$ cat config.mk
export PLATFORM = sky130hd
export DESIGN_NAME = alu_exec_unit
export DESIGN_NICKNAME = d
export VERILOG_FILES = /design/src/rtl/alu_exec_unit.sv
export SDC_FILE = /design/constraint.sdc
export NUM_CORES = 1
export LEC_CHECK = 0
export CELL_PAD_IN_SITES_DETAIL_PLACEMENT = 1
export CELL_PAD_IN_SITES_GLOBAL_PLACEMENT = 1
export CORE_ASPECT_RATIO = 1.1
export CORE_MARGIN = 1
export CORE_UTILIZATION = 39
export DETAILED_ROUTE_END_ITERATION = 6
export PLACE_DENSITY = 0.74
export SYNTH_ARGS = -nofsm -noshare
export SYNTH_HDL_FRONTEND = slang
export SYNTH_SLANG_ARGS = --single-unit
export TNS_END_PERCENT = 1
$ cat constraint.sdc
create_clock -name clk -period 12 [get_ports clk]
set_input_delay 2.4 -clock clk [delete_from_list [all_inputs] [get_ports clk]]
set_output_delay 2.4 -clock clk [all_outputs]
set_load 0.02 [all_outputs]
$ cat src/rtl/alu_exec_unit.sv
// Handshaked execution unit for the operaciones_alu op set. It keeps a persistent
// carry flag and runs MULS as a 32-step shift-add; every other op takes one cycle.
module alu_exec_unit (
  input  logic        clk,
  input  logic        rst_n,
  input  logic        req_valid,
  output logic        req_ready,
  input  logic [31:0] a,
  input  logic [31:0] b,
  input  logic [3:0]  op_code,
  output logic        rsp_valid,
  input  logic        rsp_ready,
  output logic [31:0] result,
  output logic [1:0]  comp,
  output logic        carry,
  output logic        err
);

  typedef enum logic [1:0] {IDLE, MUL, RESP} state_t;

  typedef enum logic [3:0] {
    OP_ADCS = 4'd0,
    OP_ADD  = 4'd1,
    OP_SBCS = 4'd2,
    OP_SUBS = 4'd3,
    OP_RSBS = 4'd4,
    OP_MULS = 4'd5,
    OP_ANDS = 4'd6,
    OP_ORRS = 4'd7,
    OP_CMP  = 4'd8
  } op_t;

  state_t      state;
  logic [4:0]  cnt;
  logic [31:0] acc, mcand, mplier;

  logic [32:0] sum;
  logic [31:0] alu_res, acc_next;
  logic [1:0]  alu_comp;
  logic        alu_c, alu_err;

  assign req_ready = (state == IDLE);
  assign rsp_valid = (state == RESP);
  assign acc_next  = mplier[0] ? acc + mcand : acc;

  // Subtractions use a + ~b + cin, so bit 32 is the "no borrow" carry directly.
  always_comb begin
    sum      = '0;
    alu_res  = '0;
    alu_comp = 2'b00;
    alu_c    = carry;
    alu_err  = 1'b0;
    case (op_t'(op_code))
      OP_ADCS: begin
        sum     = {1'b0, a} + {1'b0, b} + {32'd0, carry};
        alu_res = sum[31:0];
        alu_c   = sum[32];
      end
      OP_ADD:  alu_res = a + b;
      OP_SBCS: begin
        sum     = {1'b0, a} + {1'b0, ~b} + {32'd0, carry};
        alu_res = sum[31:0];
        alu_c   = sum[32];
      end
      OP_SUBS: begin
        sum     = {1'b0, a} + {1'b0, ~b} + 33'd1;
        alu_res = sum[31:0];
        alu_c   = sum[32];
      end
      OP_RSBS: begin
        sum     = {1'b0, b} + {1'b0, ~a} + 33'd1;
        alu_res = sum[31:0];
        alu_c   = sum[32];
      end
      OP_ANDS: alu_res = a & b;
      OP_ORRS: alu_res = a | b;
      OP_CMP: begin
        if (a > b)      alu_comp = 2'b01;
        else if (a < b) alu_comp = 2'b10;
        else            alu_comp = 2'b00;
      end
      OP_MULS: alu_res = '0;
      default: alu_err = 1'b1;
    endcase
  end

  always_ff @(posedge clk) begin
    if (!rst_n) begin
      state  <= IDLE;
      cnt    <= '0;
      acc    <= '0;
      mcand  <= '0;
      mplier <= '0;
      result <= '0;
      comp   <= 2'b00;
      carry  <= 1'b0;
      err    <= 1'b0;
    end else begin
      case (state)
        IDLE: begin
          if (req_valid) begin
            if (op_code == OP_MULS) begin
              state  <= MUL;
              cnt    <= '0;
              acc    <= '0;
              mcand  <= a;
              mplier <= b;
            end else begin
              state  <= RESP;
              result <= alu_res;
              comp   <= alu_comp;
              err    <= alu_err;
              carry  <= alu_c;
            end
          end
        end
        MUL: begin
          acc    <= acc_next;
          mcand  <= mcand << 1;
          mplier <= mplier >> 1;
          cnt    <= cnt + 5'd1;
          if (cnt == 5'd31) begin
            state  <= RESP;
            result <= acc_next;
            comp   <= 2'b00;
            err    <= 1'b0;
          end
        end
        RESP: begin
          if (rsp_ready) state <= IDLE;
        end
        default: state <= IDLE;
      endcase
    end
  end

endmodule
Word level (Yosys, flattened, before mapping)
Index checks and enable logic that the tools add are counted.
{"block": "word_totals", "regBits": 139, "input_bits": 72, "output_inout_bits": 38}
{"block": "op_classes", "addsub": 10, "order_cmp": 2, "n_eq_ne": 16, "n_mux": 36, "bitwise_logic": 5, "n_reduce_logical": 9}
{"op": "$mux 32", "count": 10}
{"op": "$pmux 32 s2", "count": 4}
{"op": "$pmux 32 s7", "count": 1}
{"op": "$add 32x32->33", "count": 3}
{"op": "$add 33x1->33", "count": 2}
{"op": "$add 33x1->33 const B", "count": 2}
{"op": "$add 32x32->32", "count": 2}
{"op": "$not 32->32", "count": 2}
{"op": "$and 32x32->32", "count": 1}
{"op": "$gt 32x32->1", "count": 1}
{"op": "$lt 32x32->1", "count": 1}
{"op": "$or 32x32->32", "count": 1}
{"op": "$mux 2", "count": 10}
{"op": "$eq 4x3->1 const B", "count": 4}
{"op": "$mux 5", "count": 2}
{"op": "$pmux 5 s2", "count": 1}
{"op": "$eq 4x2->1 const B", "count": 2}
{"op": "$reduce_and 4->1", "count": 2}
{"op": "$reduce_or 8->1", "count": 1}
{"op": "$ne 2x2->1 const B", "count": 3}
{"op": "$pmux 2 s3", "count": 1}
{"op": "$reduce_and 3->1", "count": 2}
{"op": "$add 5x1->5 const B", "count": 1}
{"op": "$eq 5x5->1 const B", "count": 1}
{"op": "14 further kinds", "count": 18}

Depth between registers and ports, before layout
Gate-level depths: netlist of run 1.
{"block": "depth", "ltp_word": 7, "ltp_mapped": 17}

Worst setup path after synthesis of run 1
OpenSTA, ideal clock, no wires.
{"block": "synth_path", "kind": "input to register", "from": "input b[0]", "to": "register result[19]", "setup_time_ps": 119, "arrival_ps": 5935, "required_ps": 11881, "slack_ps": 5946, "path_stages": 16, "path_buffers": 1, "path_cell_list": "inv_1 ha_1 inv_1 fa_1 o21bai_1 a2111o_1 a211o_1 buf_6 a211oi_1 o22ai_1 or3_4 or4_1 or3_1 a31oi_1 a21oi_1 o221a_1"}
{"block": "synth_between", "elab_chain_len": 7, "word_cells_on_any_way": 13, "cone_classes": "8 x add/sub; 4 x mux; 1 x bitwise"}
{"element": "start: declaration", "line_no": "9", "source": "input logic [31:0] b,"}
{"element": "$not 32->32", "line_no": "61, 66"}
{"element": "$add 32x32->33", "line_no": "61, 66"}
{"element": "$add 33x1->33, on equally long branches", "line_no": "66, 61"}
{"element": "$pmux 32 s7 *", "line_no": "53", "source": "case (op_t'(op_code))"}
{"element": "$mux 32 *", "line_no": "102", "source": "if (op_code == OP_MULS) begin"}
{"element": "$mux 32 *", "line_no": "101", "source": "if (req_valid) begin"}
{"element": "$pmux 32 s2 *", "line_no": "99", "source": "case (state)"}
{"element": "end signal: assignment", "line_no": "110", "source": "result <= alu_res;"}
{"element": "end signal: assignment", "line_no": "124", "source": "result <= acc_next;"}
{"element": "end: declaration", "line_no": "13", "source": "output logic [31:0] result,"}
Every way passes the cells marked *; elsewhere a longest branch is shown, timed or not. The select of a mux whose other input is x is not followed.
A chain may end at the register's enable or synchronous reset.

Worst setup path in the final report of run 1
{"block": "layout_path", "from": "input b[1]", "to": "register result[18]"}
Same word-level chain as after synthesis.

==> flow_summary.yaml, run 1 <==
outcome:
  status: "complete, no violations"
global_routing:
  gr-usage-all-layers: 0.377
  grt_pass1_vias: 19223
  grt_max_degree: 67
  grt_pass1_wl_um: 122000
  grt_antenna_before_repair: 0
  gr-total-overflow: 0
clock_network:
  cts_tree: "done"
  cts_root_buf: "clkbuf_16"
  cts_buffers: 17
  htreeDepth: 4
  postCtsSetupRepairBufs: 0
  cts_resized: 0
  clkTransAtPathRegs_ns: 0.07
  hold_buffers: 0
  clock-sinks: 139
  clkLatencyLatePin_ns: 0.49
  cts_buffer_depth: 2
logic_synthesis:
  synth.distinct_cells: 90
  yosys-top-cells-area: "dfxtp_1 17%, ha_1 12%, a21oi_1 6.5%"
  synth_top_area_frac: 0.168
  syn_area_um2: 16600
  synth_cells: 2344
  ys_warn_count: 0
  yosys.area.top_type: "dfxtp_1"
  syn_avg_cell_area_um2: 7.08
  synthesis.nets: 2585
  yosysSeqAreaShare: 0.168
  synth_enable_flop_cells: 0
  synth-async-reset-ratio: 0
  synth_flop_cell: "dfxtp_1"
  ys_seq_elements: 139
drt:
  drc: 0
  first_iter_violations: 1659
  vias: 19304
  wl_per_cell_um: 27.8
  wl_um: 81700
  drtPass1Iterations: 5
  ant_nets: 0
  drt-vias-per-instance: 6.58
timing:
  worst_slew_pin_slew_ns: 1.20
  max_clock_freq_mhz: 134
  fin_crit_sh: 0.620
  slew_headroom: 0.189
  drv_slew: 0
  rsz0062_at_grt: "no"
  setup_viol: 0
  fin_crit_ns: 7.44
  finalClockSkew_ns: 0.0165
  hold_violations: 0
  finalSetupTns_ns: 0
  setup_slack_ns: 4.56
floorplan:
  initial_utilization: 0.399
  die_area_um2: 43400
  die_h_um: 218
  ios: 110
  core-area_um2: 41600
  die_x_um: 199
  rows: 78
setup_path:
  critPathSlowestCell: "a2111oi_1"
  crit_required_ns: 12.36
  cpPeakStageDelay_ns: 0.85
  cp_max_fo: 8
  endpoint_kind: "flop"
  crit_chain: "clkdlybuf4s50_1 -> inv_1 -> ha_1 -> nor3b_2 -> o31ai_1 -> nand3_1 -> a2111oi_1 -> nand3b_1 -> a2111oi_4 -> nor3b_2 -> xor2_1 -> o221ai_1 -> a21oi_1 -> a21oi_1"
  startpoint_type: "input port"
  worst-setup-path-type: "input port to flop"
  crit_arrival_ns: 7.80
cells_and_area:
  drive_above_1_share: 0.0527
  area_delta_synth_final_pct: 13.0
  final_net_count: 2600
  fillers: 5266
hold_path:
  min_path_type: "flop to flop"
pwr:
  clkPwrFrac: 0.330
  power_leakage_nw: 7.47
  seq_power_share: 0.274
  p_comb_frac: 0.396
  internal_power_mw: 1.04
  ir_drop_mv: 0.0973
  swShare: 0.420
  powerDensity_nw_per_um2: 96.0
  p_sw_uw: 757
flow_run:
  cap_violations: 0
placed_design:
  io_buffers: 109
  dp_hpwl_um: 62800
  post-place-ws_ns: 4.28
  gp_congestion: 0.993
[final timing paths]
kind	slack, ns	start	end	cells after the start
worst max-delay path	4.56	b[1]	result[18]	14
worst min-delay path	0.46	err	err	2
worst max register to register	7.49	carry	result[28]	14
worst min register to register	0.46	err	err	2
[logic make-up after synthesis]
| family | share of synthesized area |
|---|---|
| muxes | 0.0193 |
| AOI/OAI and AO/OA | 0.344 |
| buffers and inverters | 0.0619 |
| adders and majority gates | 0.130 |
| xor gates and xnor gates | 0.0464 |
| and+or+nand+nor | 0.231 |
| DFF | 0.168 |
[synth_stat cells, drive strengths merged, types with 34 or more instances]
cell type and instances:
dfxtp 139, o21ai 140, a31oi 39, xnor2 57, a21oi 214, clkbuf 116, nand2 258, nor2 240
ha 164, nand3 49, a21o 53, a311oi 64, nand4 35, a211oi 34, o21bai 35, inv 121
nor3 44
[stage by stage]
stage               instance area [um2]  std cells  hold slack, ns   util  total power [mW]
floorplan                         16600       2344           0.449      -             0.924
detailed placement                18100       2900           0.458  0.436              1.19
global placement                  18100       2900           0.448  0.436              1.18
CTS                               18700       2932           0.466  0.451              1.79
finish                            18800       2933           0.462  0.451              1.80
global route                      18700       2932           0.492  0.451              1.87
[power by group through the flow]
| stage | Clock [mW] | Sequential, mW | Combinational (mW) |
|---|---|---|---|
| after global placement | 0 | 0.503 | 0.679 |
| final | 0.594 | 0.493 | 0.714 |
| after floorplan | 0 | 0.509 | 0.415 |
| after detailed placement | 0 | 0.503 | 0.688 |
| after global routing | 0.623 | 0.494 | 0.753 |
| after CTS | 0.605 | 0.493 | 0.692 |
[final cells by class]
type                            count  area, um2  area share
Sequential cell                   139       2780       0.148
Multi-Input combinational cell   1936      12800       0.685
Antenna cell                        1       2.50    0.000133
Tap cell                          560        701      0.0374
Clock inverter                     14        180     0.00961
Clock buffer                       18        439      0.0234
Inverter                          124        467      0.0249
Timing Repair Buffer              141       1330      0.0710
[cells in the final DEF (no fill, tap or decap), drive strengths merged, types with 15 or more instances in the layout]
cell type	instances
a311oi	64
mux2i	23
ha	164
nor3	44
nand4	35
a31oi	39
nand2	258
dfxtp	139
o21ai	140
o22ai	17
nand2b	19
a221o	15
o21a	18
a221oi	26
a21oi	214
o21bai	35
o221ai	29
xor2	31
o31ai	16
buf	32
nor4	31
nor2	240
nor2b	28
nand3	49
and3	24
and2	16
clkbuf	18
o211ai	24
or2	15
inv	126
xnor2	57
clkdlybuf4s50	109
a211oi	34
a21o	53
[worst max-delay path: cells and delay by family]
family	cells	cell delay (ns)
xor gates and xnor gates	1	0.40
AOI/OAI and AO/OA	6	2.62
buffers and inverters	2	0.79
and+or+nand+nor	4	1.09
adders and majority gates	1	0.48
[sequential cells by signal, summed over array words and instances, names as in the netlist]
register / flops
comp: 2
err: 1
carry: 1
acc: 32
state: 2
mplier: 32
mcand: 32
result: 32
cnt: 5
[per-layer routing]
| layer | vias up | global-route usage | share of wire | wire (um) |
|---|---|---|---|---|
| met5 | - | 0 | 0 | 0 |
| met3 | 164 | 0.0637 | 0.071 | 5810 |
| li1 | 8718 | - | - | - |
| met1 | 9639 | 0.505 | 0.44 | 36300 |
| met4 | 0 | 0.147 | 0.039 | 3190 |
| met2 | 783 | 0.596 | 0.45 | 36400 |
No activity file was read; power rests on OpenSTA's default activity.
==> run 2: changes to the inputs <==
clock period = 7.7 ns   (was 12 ns; I/O delays follow)
==> run 2 against run 1 <==
Highest routed layer is now met5. Wire length grew 1.8%. Die area unchanged. Sequential cell count stayed put. Final area is essentially flat. Clock skew decreased by 0.0020 ns. Via count shrank 0.32%. Critical path type unchanged. First-iteration DRC count fell by 6.4%. Core utilization barely moved. Worst hold slack better by 0.0011 ns. Global-route usage up 0.64 points. Largest power group unchanged.
==> flow_summary.yaml, run 2 (same netlist as run 1, synthesis figures left out) <==
setup_path:
  rr_worst_depth: 12
  crit_required_ns: 8.04
  crit_chain: "clkdlybuf4s50_1 -> inv_1 -> ha_1 -> nor3b_2 -> o31ai_1 -> nand3_1 -> a2111oi_1 -> nand3b_1 -> a2111oi_4 -> nor3b_2 -> a21oi_1 -> o41ai_1 -> a31oi_1"
  cpMostUsedCell: "nor3b_2"
  crit_buf_inv: 2
  crit_arrival_ns: 6.68
  cp_max_fo: 8
  cpPeakStageDelay_ns: 0.82
  endpoint_kind: "flop"
  worst-setup-path-type: "input port to flop"
  critPathSlowestCell: "a2111oi_1"
  startpoint_type: "input port"
  cp.depth: 13
  crit_family: "compound AO/OA/AOI/OAI gates"
timing:
  worst_slew_pin_slew_ns: 1.14
  hold_violations: 0
  drv_slew: 0
  finalSetupTns_ns: 0
  rsz0062_at_grt: "no"
  setup_viol: 0
  finalClockSkew_ns: 0.0144
  slew_headroom: 0.241
  fin_crit_sh: 0.824
  max_clock_freq_mhz: 158
  fin_crit_ns: 6.34
clock_network:
  cts_resized: 0
  cts_tree: "done"
  cts_root_buf: "clkbuf_16"
  cts_buffer_depth: 2
  clkLatencyLatePin_ns: 0.49
  htreeDepth: 4
  hold_buffers: 0
  clkTransAtPathRegs_ns: 0.06
  clock-sinks: 139
  cts_buffers: 17
  postCtsSetupRepairBufs: 0
drt:
  drt-vias-per-instance: 6.54
  wl_um: 83200
  drc: 0
  vias: 19242
  wl_met2_um: 36700
  wl_per_cell_um: 28.3
  ant_nets: 0
  drtPass1Iterations: 5
  first_iter_violations: 1552
  met3_length_um: 5720
  dr.max_layer_used: "met5"
  wl_met1_um: 37500
pwr:
  clkPwrFrac: 0.310
  power_leakage_nw: 7.49
  seq_power_share: 0.280
  power_mw: 2.74
  ir_drop_mv: 0.188
  powerDensity_nw_per_um2: 146
  internal_power_mw: 1.58
  p_sw_mw: 1.17
  swShare: 0.425
  p_comb_frac: 0.410
floorplan:
  ios: 110
  core-area_um2: 41600
  rows: 78
  initial_utilization: 0.399
  die_h_um: 218
  die_x_um: 199
  die_area_um2: 43400
cells_and_area:
  final_net_count: 2607
  final_common_cell: "nand2_1"
  fillers: 5264
  stdcell_count: 2940
  drive_above_1_share: 0.0555
  layout_common_cells: "255 x nand2_1, 238 x nor2_1, 213 x a21oi_1"
  finish.utilization: 0.451
  area_delta_synth_final_pct: 13.1
global_routing:
  gr-total-overflow: 0
  grt_max_degree: 70
  grt_pass1_vias: 19065
  gr-usage-all-layers: 0.383
  grt_pass1_wl_um: 123000
  grt_antenna_before_repair: 4
placed_design:
  place_inst: 2907
  io_buffers: 109
  dp_hpwl_um: 64600
  gp_congestion: 0.992
flow_run:
  cap_violations: 0
hold_path:
  min_path_type: "flop to flop"
  hold_depth: 2
outcome:
  status: "complete, no violations"
[run 2: cell count changes in the layout (fill, tap and decap cells not counted), sizes merged]
cell	previous run	this run
clkinv	7	11
clkbuf	18	20
inv	126	122
buf	32	39
bufinv	3	1
[run 2: tightest hold or removal path, stage by stage (launching register included)]
cell     delay (ns)
dfxtp_1        0.31
nand2_1        0.05
a21oi_1        0.05
[run 2: path summary, 6_finish.rpt]
path / startpoint / end / slack, ns
hold reg to reg: comp[0] / comp[0] / 0.46
hold / removal: comp[0] / comp[0] / 0.46
setup reg to reg: carry / result[20] / 3.15
setup / recovery: a[1] / result[20] / 1.36
[run 2: metal layers]
layer / global-route usage / up-vias
met2: 0.596 / 711
met4: 0.157 / 8
met1: 0.513 / 9645
met3: 0.0765 / 156
li1: - / 8722
met5: 0 / -
[run 2: cell type report]
type	instances	area (um2)	share of cell area
clock inverter	12	113	0.00600
sequential	139	2780	0.148
multi-input combinational	1936	12800	0.685
inverter	124	467	0.0249
clock buffer	20	467	0.0249
timing repair buffer	148	1380	0.0737
tap	560	701	0.0373
antenna	1	2.50	0.000133
[run 2: power groups by stage]
stage	combinational, mW	sequential (mW)	clock [mW]
CTS	1.09	0.769	0.866
global route	1.19	0.771	0.886
detailed placement	1.08	0.784	0
floorplan	0.647	0.793	0
global placement	1.07	0.784	0
finish	1.12	0.769	0.849
[run 2: per-stage QoR]
step	instance area, um2	hold slack [ns]	worst slack [ns]
after detailed placement	18200	0.457	1.00
after CTS	18800	0.465	1.47
after floorplan	16600	0.449	2.51
final	18800	0.464	1.36
after global placement	18200	0.453	1.24
after global routing	18800	0.484	1.05
==> run 3: changes to the inputs <==
clock period = 6.7 ns   (was 7.7 ns; I/O delays follow)
==> run 3 against run 2 <==
Core utilization rose by 0.80 points. Largest power group unchanged. Cell count grew 0.99%. Sequential power up 15%. Global-route usage up 0.36 points. First-iteration DRC count increased by 1.7%. Via count grew 1.2%. Clock power grew 38%.
==> flow_summary.yaml, run 3 (same netlist as run 1, synthesis figures left out) <==
floorplan:
  die_x_um: 199
  initial_utilization: 0.399
  ios: 110
  core-area_um2: 41600
  die_area_um2: 43400
  die_h_um: 218
  rows: 78
outcome:
  status: "complete, no violations"
timing:
  finalClockSkew_ns: 0.0196
  max_clock_freq_mhz: 172
  hold_violations: 0
  fin_crit_sh: 0.866
  drv_slew: 0
  worst_slew_pin_slew_ns: 1.23
  setup_viol: 0
  finalSetupTns_ns: 0
  fin_crit_ns: 5.80
  slew_headroom: 0.168
  rsz0062_at_grt: "no"
global_routing:
  grt_antenna_before_repair: 2
  gr-usage-all-layers: 0.387
  grt_max_degree: 65
  gr-total-overflow: 0
  grt_pass1_vias: 19031
  grt_pass1_wl_um: 123000
drt:
  drc: 0
  wl_met2_um: 37000
  wl_met1_um: 38000
  ant_nets: 0
  drt-vias-per-instance: 6.56
  dr.max_layer_used: "met5"
  met3_length_um: 5840
  vias: 19473
  drtPass1Iterations: 5
  first_iter_violations: 1578
  wl_um: 84000
  wl_per_cell_um: 28.3
cells_and_area:
  fin_area_um2: 19100
  layout_common_cells: "255 x nand2_1, 238 x nor2_1, 213 x a21oi_1"
  multi_input_area_um2: 12800
  register_area_um2: 2780
  area_delta_synth_final_pct: 15.1
  drive_above_1_share: 0.0668
  final_common_cell: "nand2_1"
  fillers: 5219
  diodes: 0
  final_net_count: 2637
  finish.utilization: 0.459
clock_network:
  clkLatencyLatePin_ns: 0.51
  cts_buffer_depth: 2
  cts_buffers: 17
  clkTransAtPathRegs_ns: 0.08
  hold_buffers: 0
  cts_resized: 0
  htreeDepth: 4
  cts_tree: "done"
  cts_root_buf: "clkbuf_16"
  clock-sinks: 139
  postCtsSetupRepairBufs: 0
pwr:
  ir_drop_mv: 0.185
  power_leakage_nw: 7.69
  power_mw: 3.38
  powerDensity_nw_per_um2: 177
hold_path:
  min_path_type: "flop to flop"
setup_path:
  worst-setup-path-type: "input port to flop"
  crit_required_ns: 7.16
  cp_max_fo: 15
  crit_arrival_ns: 6.26
  endpoint_kind: "flop"
  startpoint_type: "input port"
placed_design:
  dp_hpwl_um: 65200
  placed_cell_area_um2: 18400
  io_buffers: 109
  gp_congestion: 1.01
flow_run:
  cap_violations: 0
## run 3: cell types whose count changed in the layout (fill, tap and decap cells not counted), moves of 2 or more
cell,previous run,this run
bufinv_16,1,6
clkinv_2,4,1
buf_4,39,69
clkinvlp_4,2,0
## run 3: power by group
part / switching (mW) / internal, mW
logic: 0.887 / 0.431
clock network: 0.452 / 0.722
registers: 0.0261 / 0.857
total: 1.36 / 2.01
## run 3: cell type report
class,count,area share
multi-input combinational,1936,0.673
sequential,139,0.146
timing repair buffer,178,0.0843
clock buffer,20,0.0239
tap,560,0.0367
inverter,124,0.0244
clock inverter,12,0.0122
## run 3: path summary, 6_finish.rpt
| check | start | to | slack [ns] | cells past startpoint |
|---|---|---|---|---|
| worst min-delay path | err | err | 0.47 | 2 |
| worst max-delay path | a[3] | result[28] | 0.90 | 14 |
| worst min register to register | err | err | 0.47 | 2 |
| worst max register to register | carry | result[10] | 2.21 | 12 |
## run 3: critical path, stage by stage
cell and delay [ns]:
clkdlybuf4s50_1 0.54, inv_1 0.09, ha_1 0.65, nor2_1 0.21, a2111o_1 0.46, a211o_1 0.44, a31oi_1 0.51, xnor2_1 0.27
a211oi_1 0.27, and4_1 0.48, nor4bb_1 0.42, o21ai_1 0.10, a311oi_1 0.31, o21a_1 0.15
## run 3: stage by stage
step | setup WS, ns | instances | hold WS (ns)
global route | 0.569 | 2969 | 0.495
finish | 0.898 | 2969 | 0.474
global placement | 0.629 | 2937 | 0.453
floorplan | 1.71 | 2344 | 0.449
detailed placement | 0.474 | 2937 | 0.464
CTS | 1.01 | 2969 | 0.473
## run 3: layer usage
metal | vias up | GRT usage
met5 | - | 0
met2 | 779 | 0.594
li1 | 8787 | -
met3 | 177 | 0.0671
met4 | 4 | 0.161
met1 | 9726 | 0.528
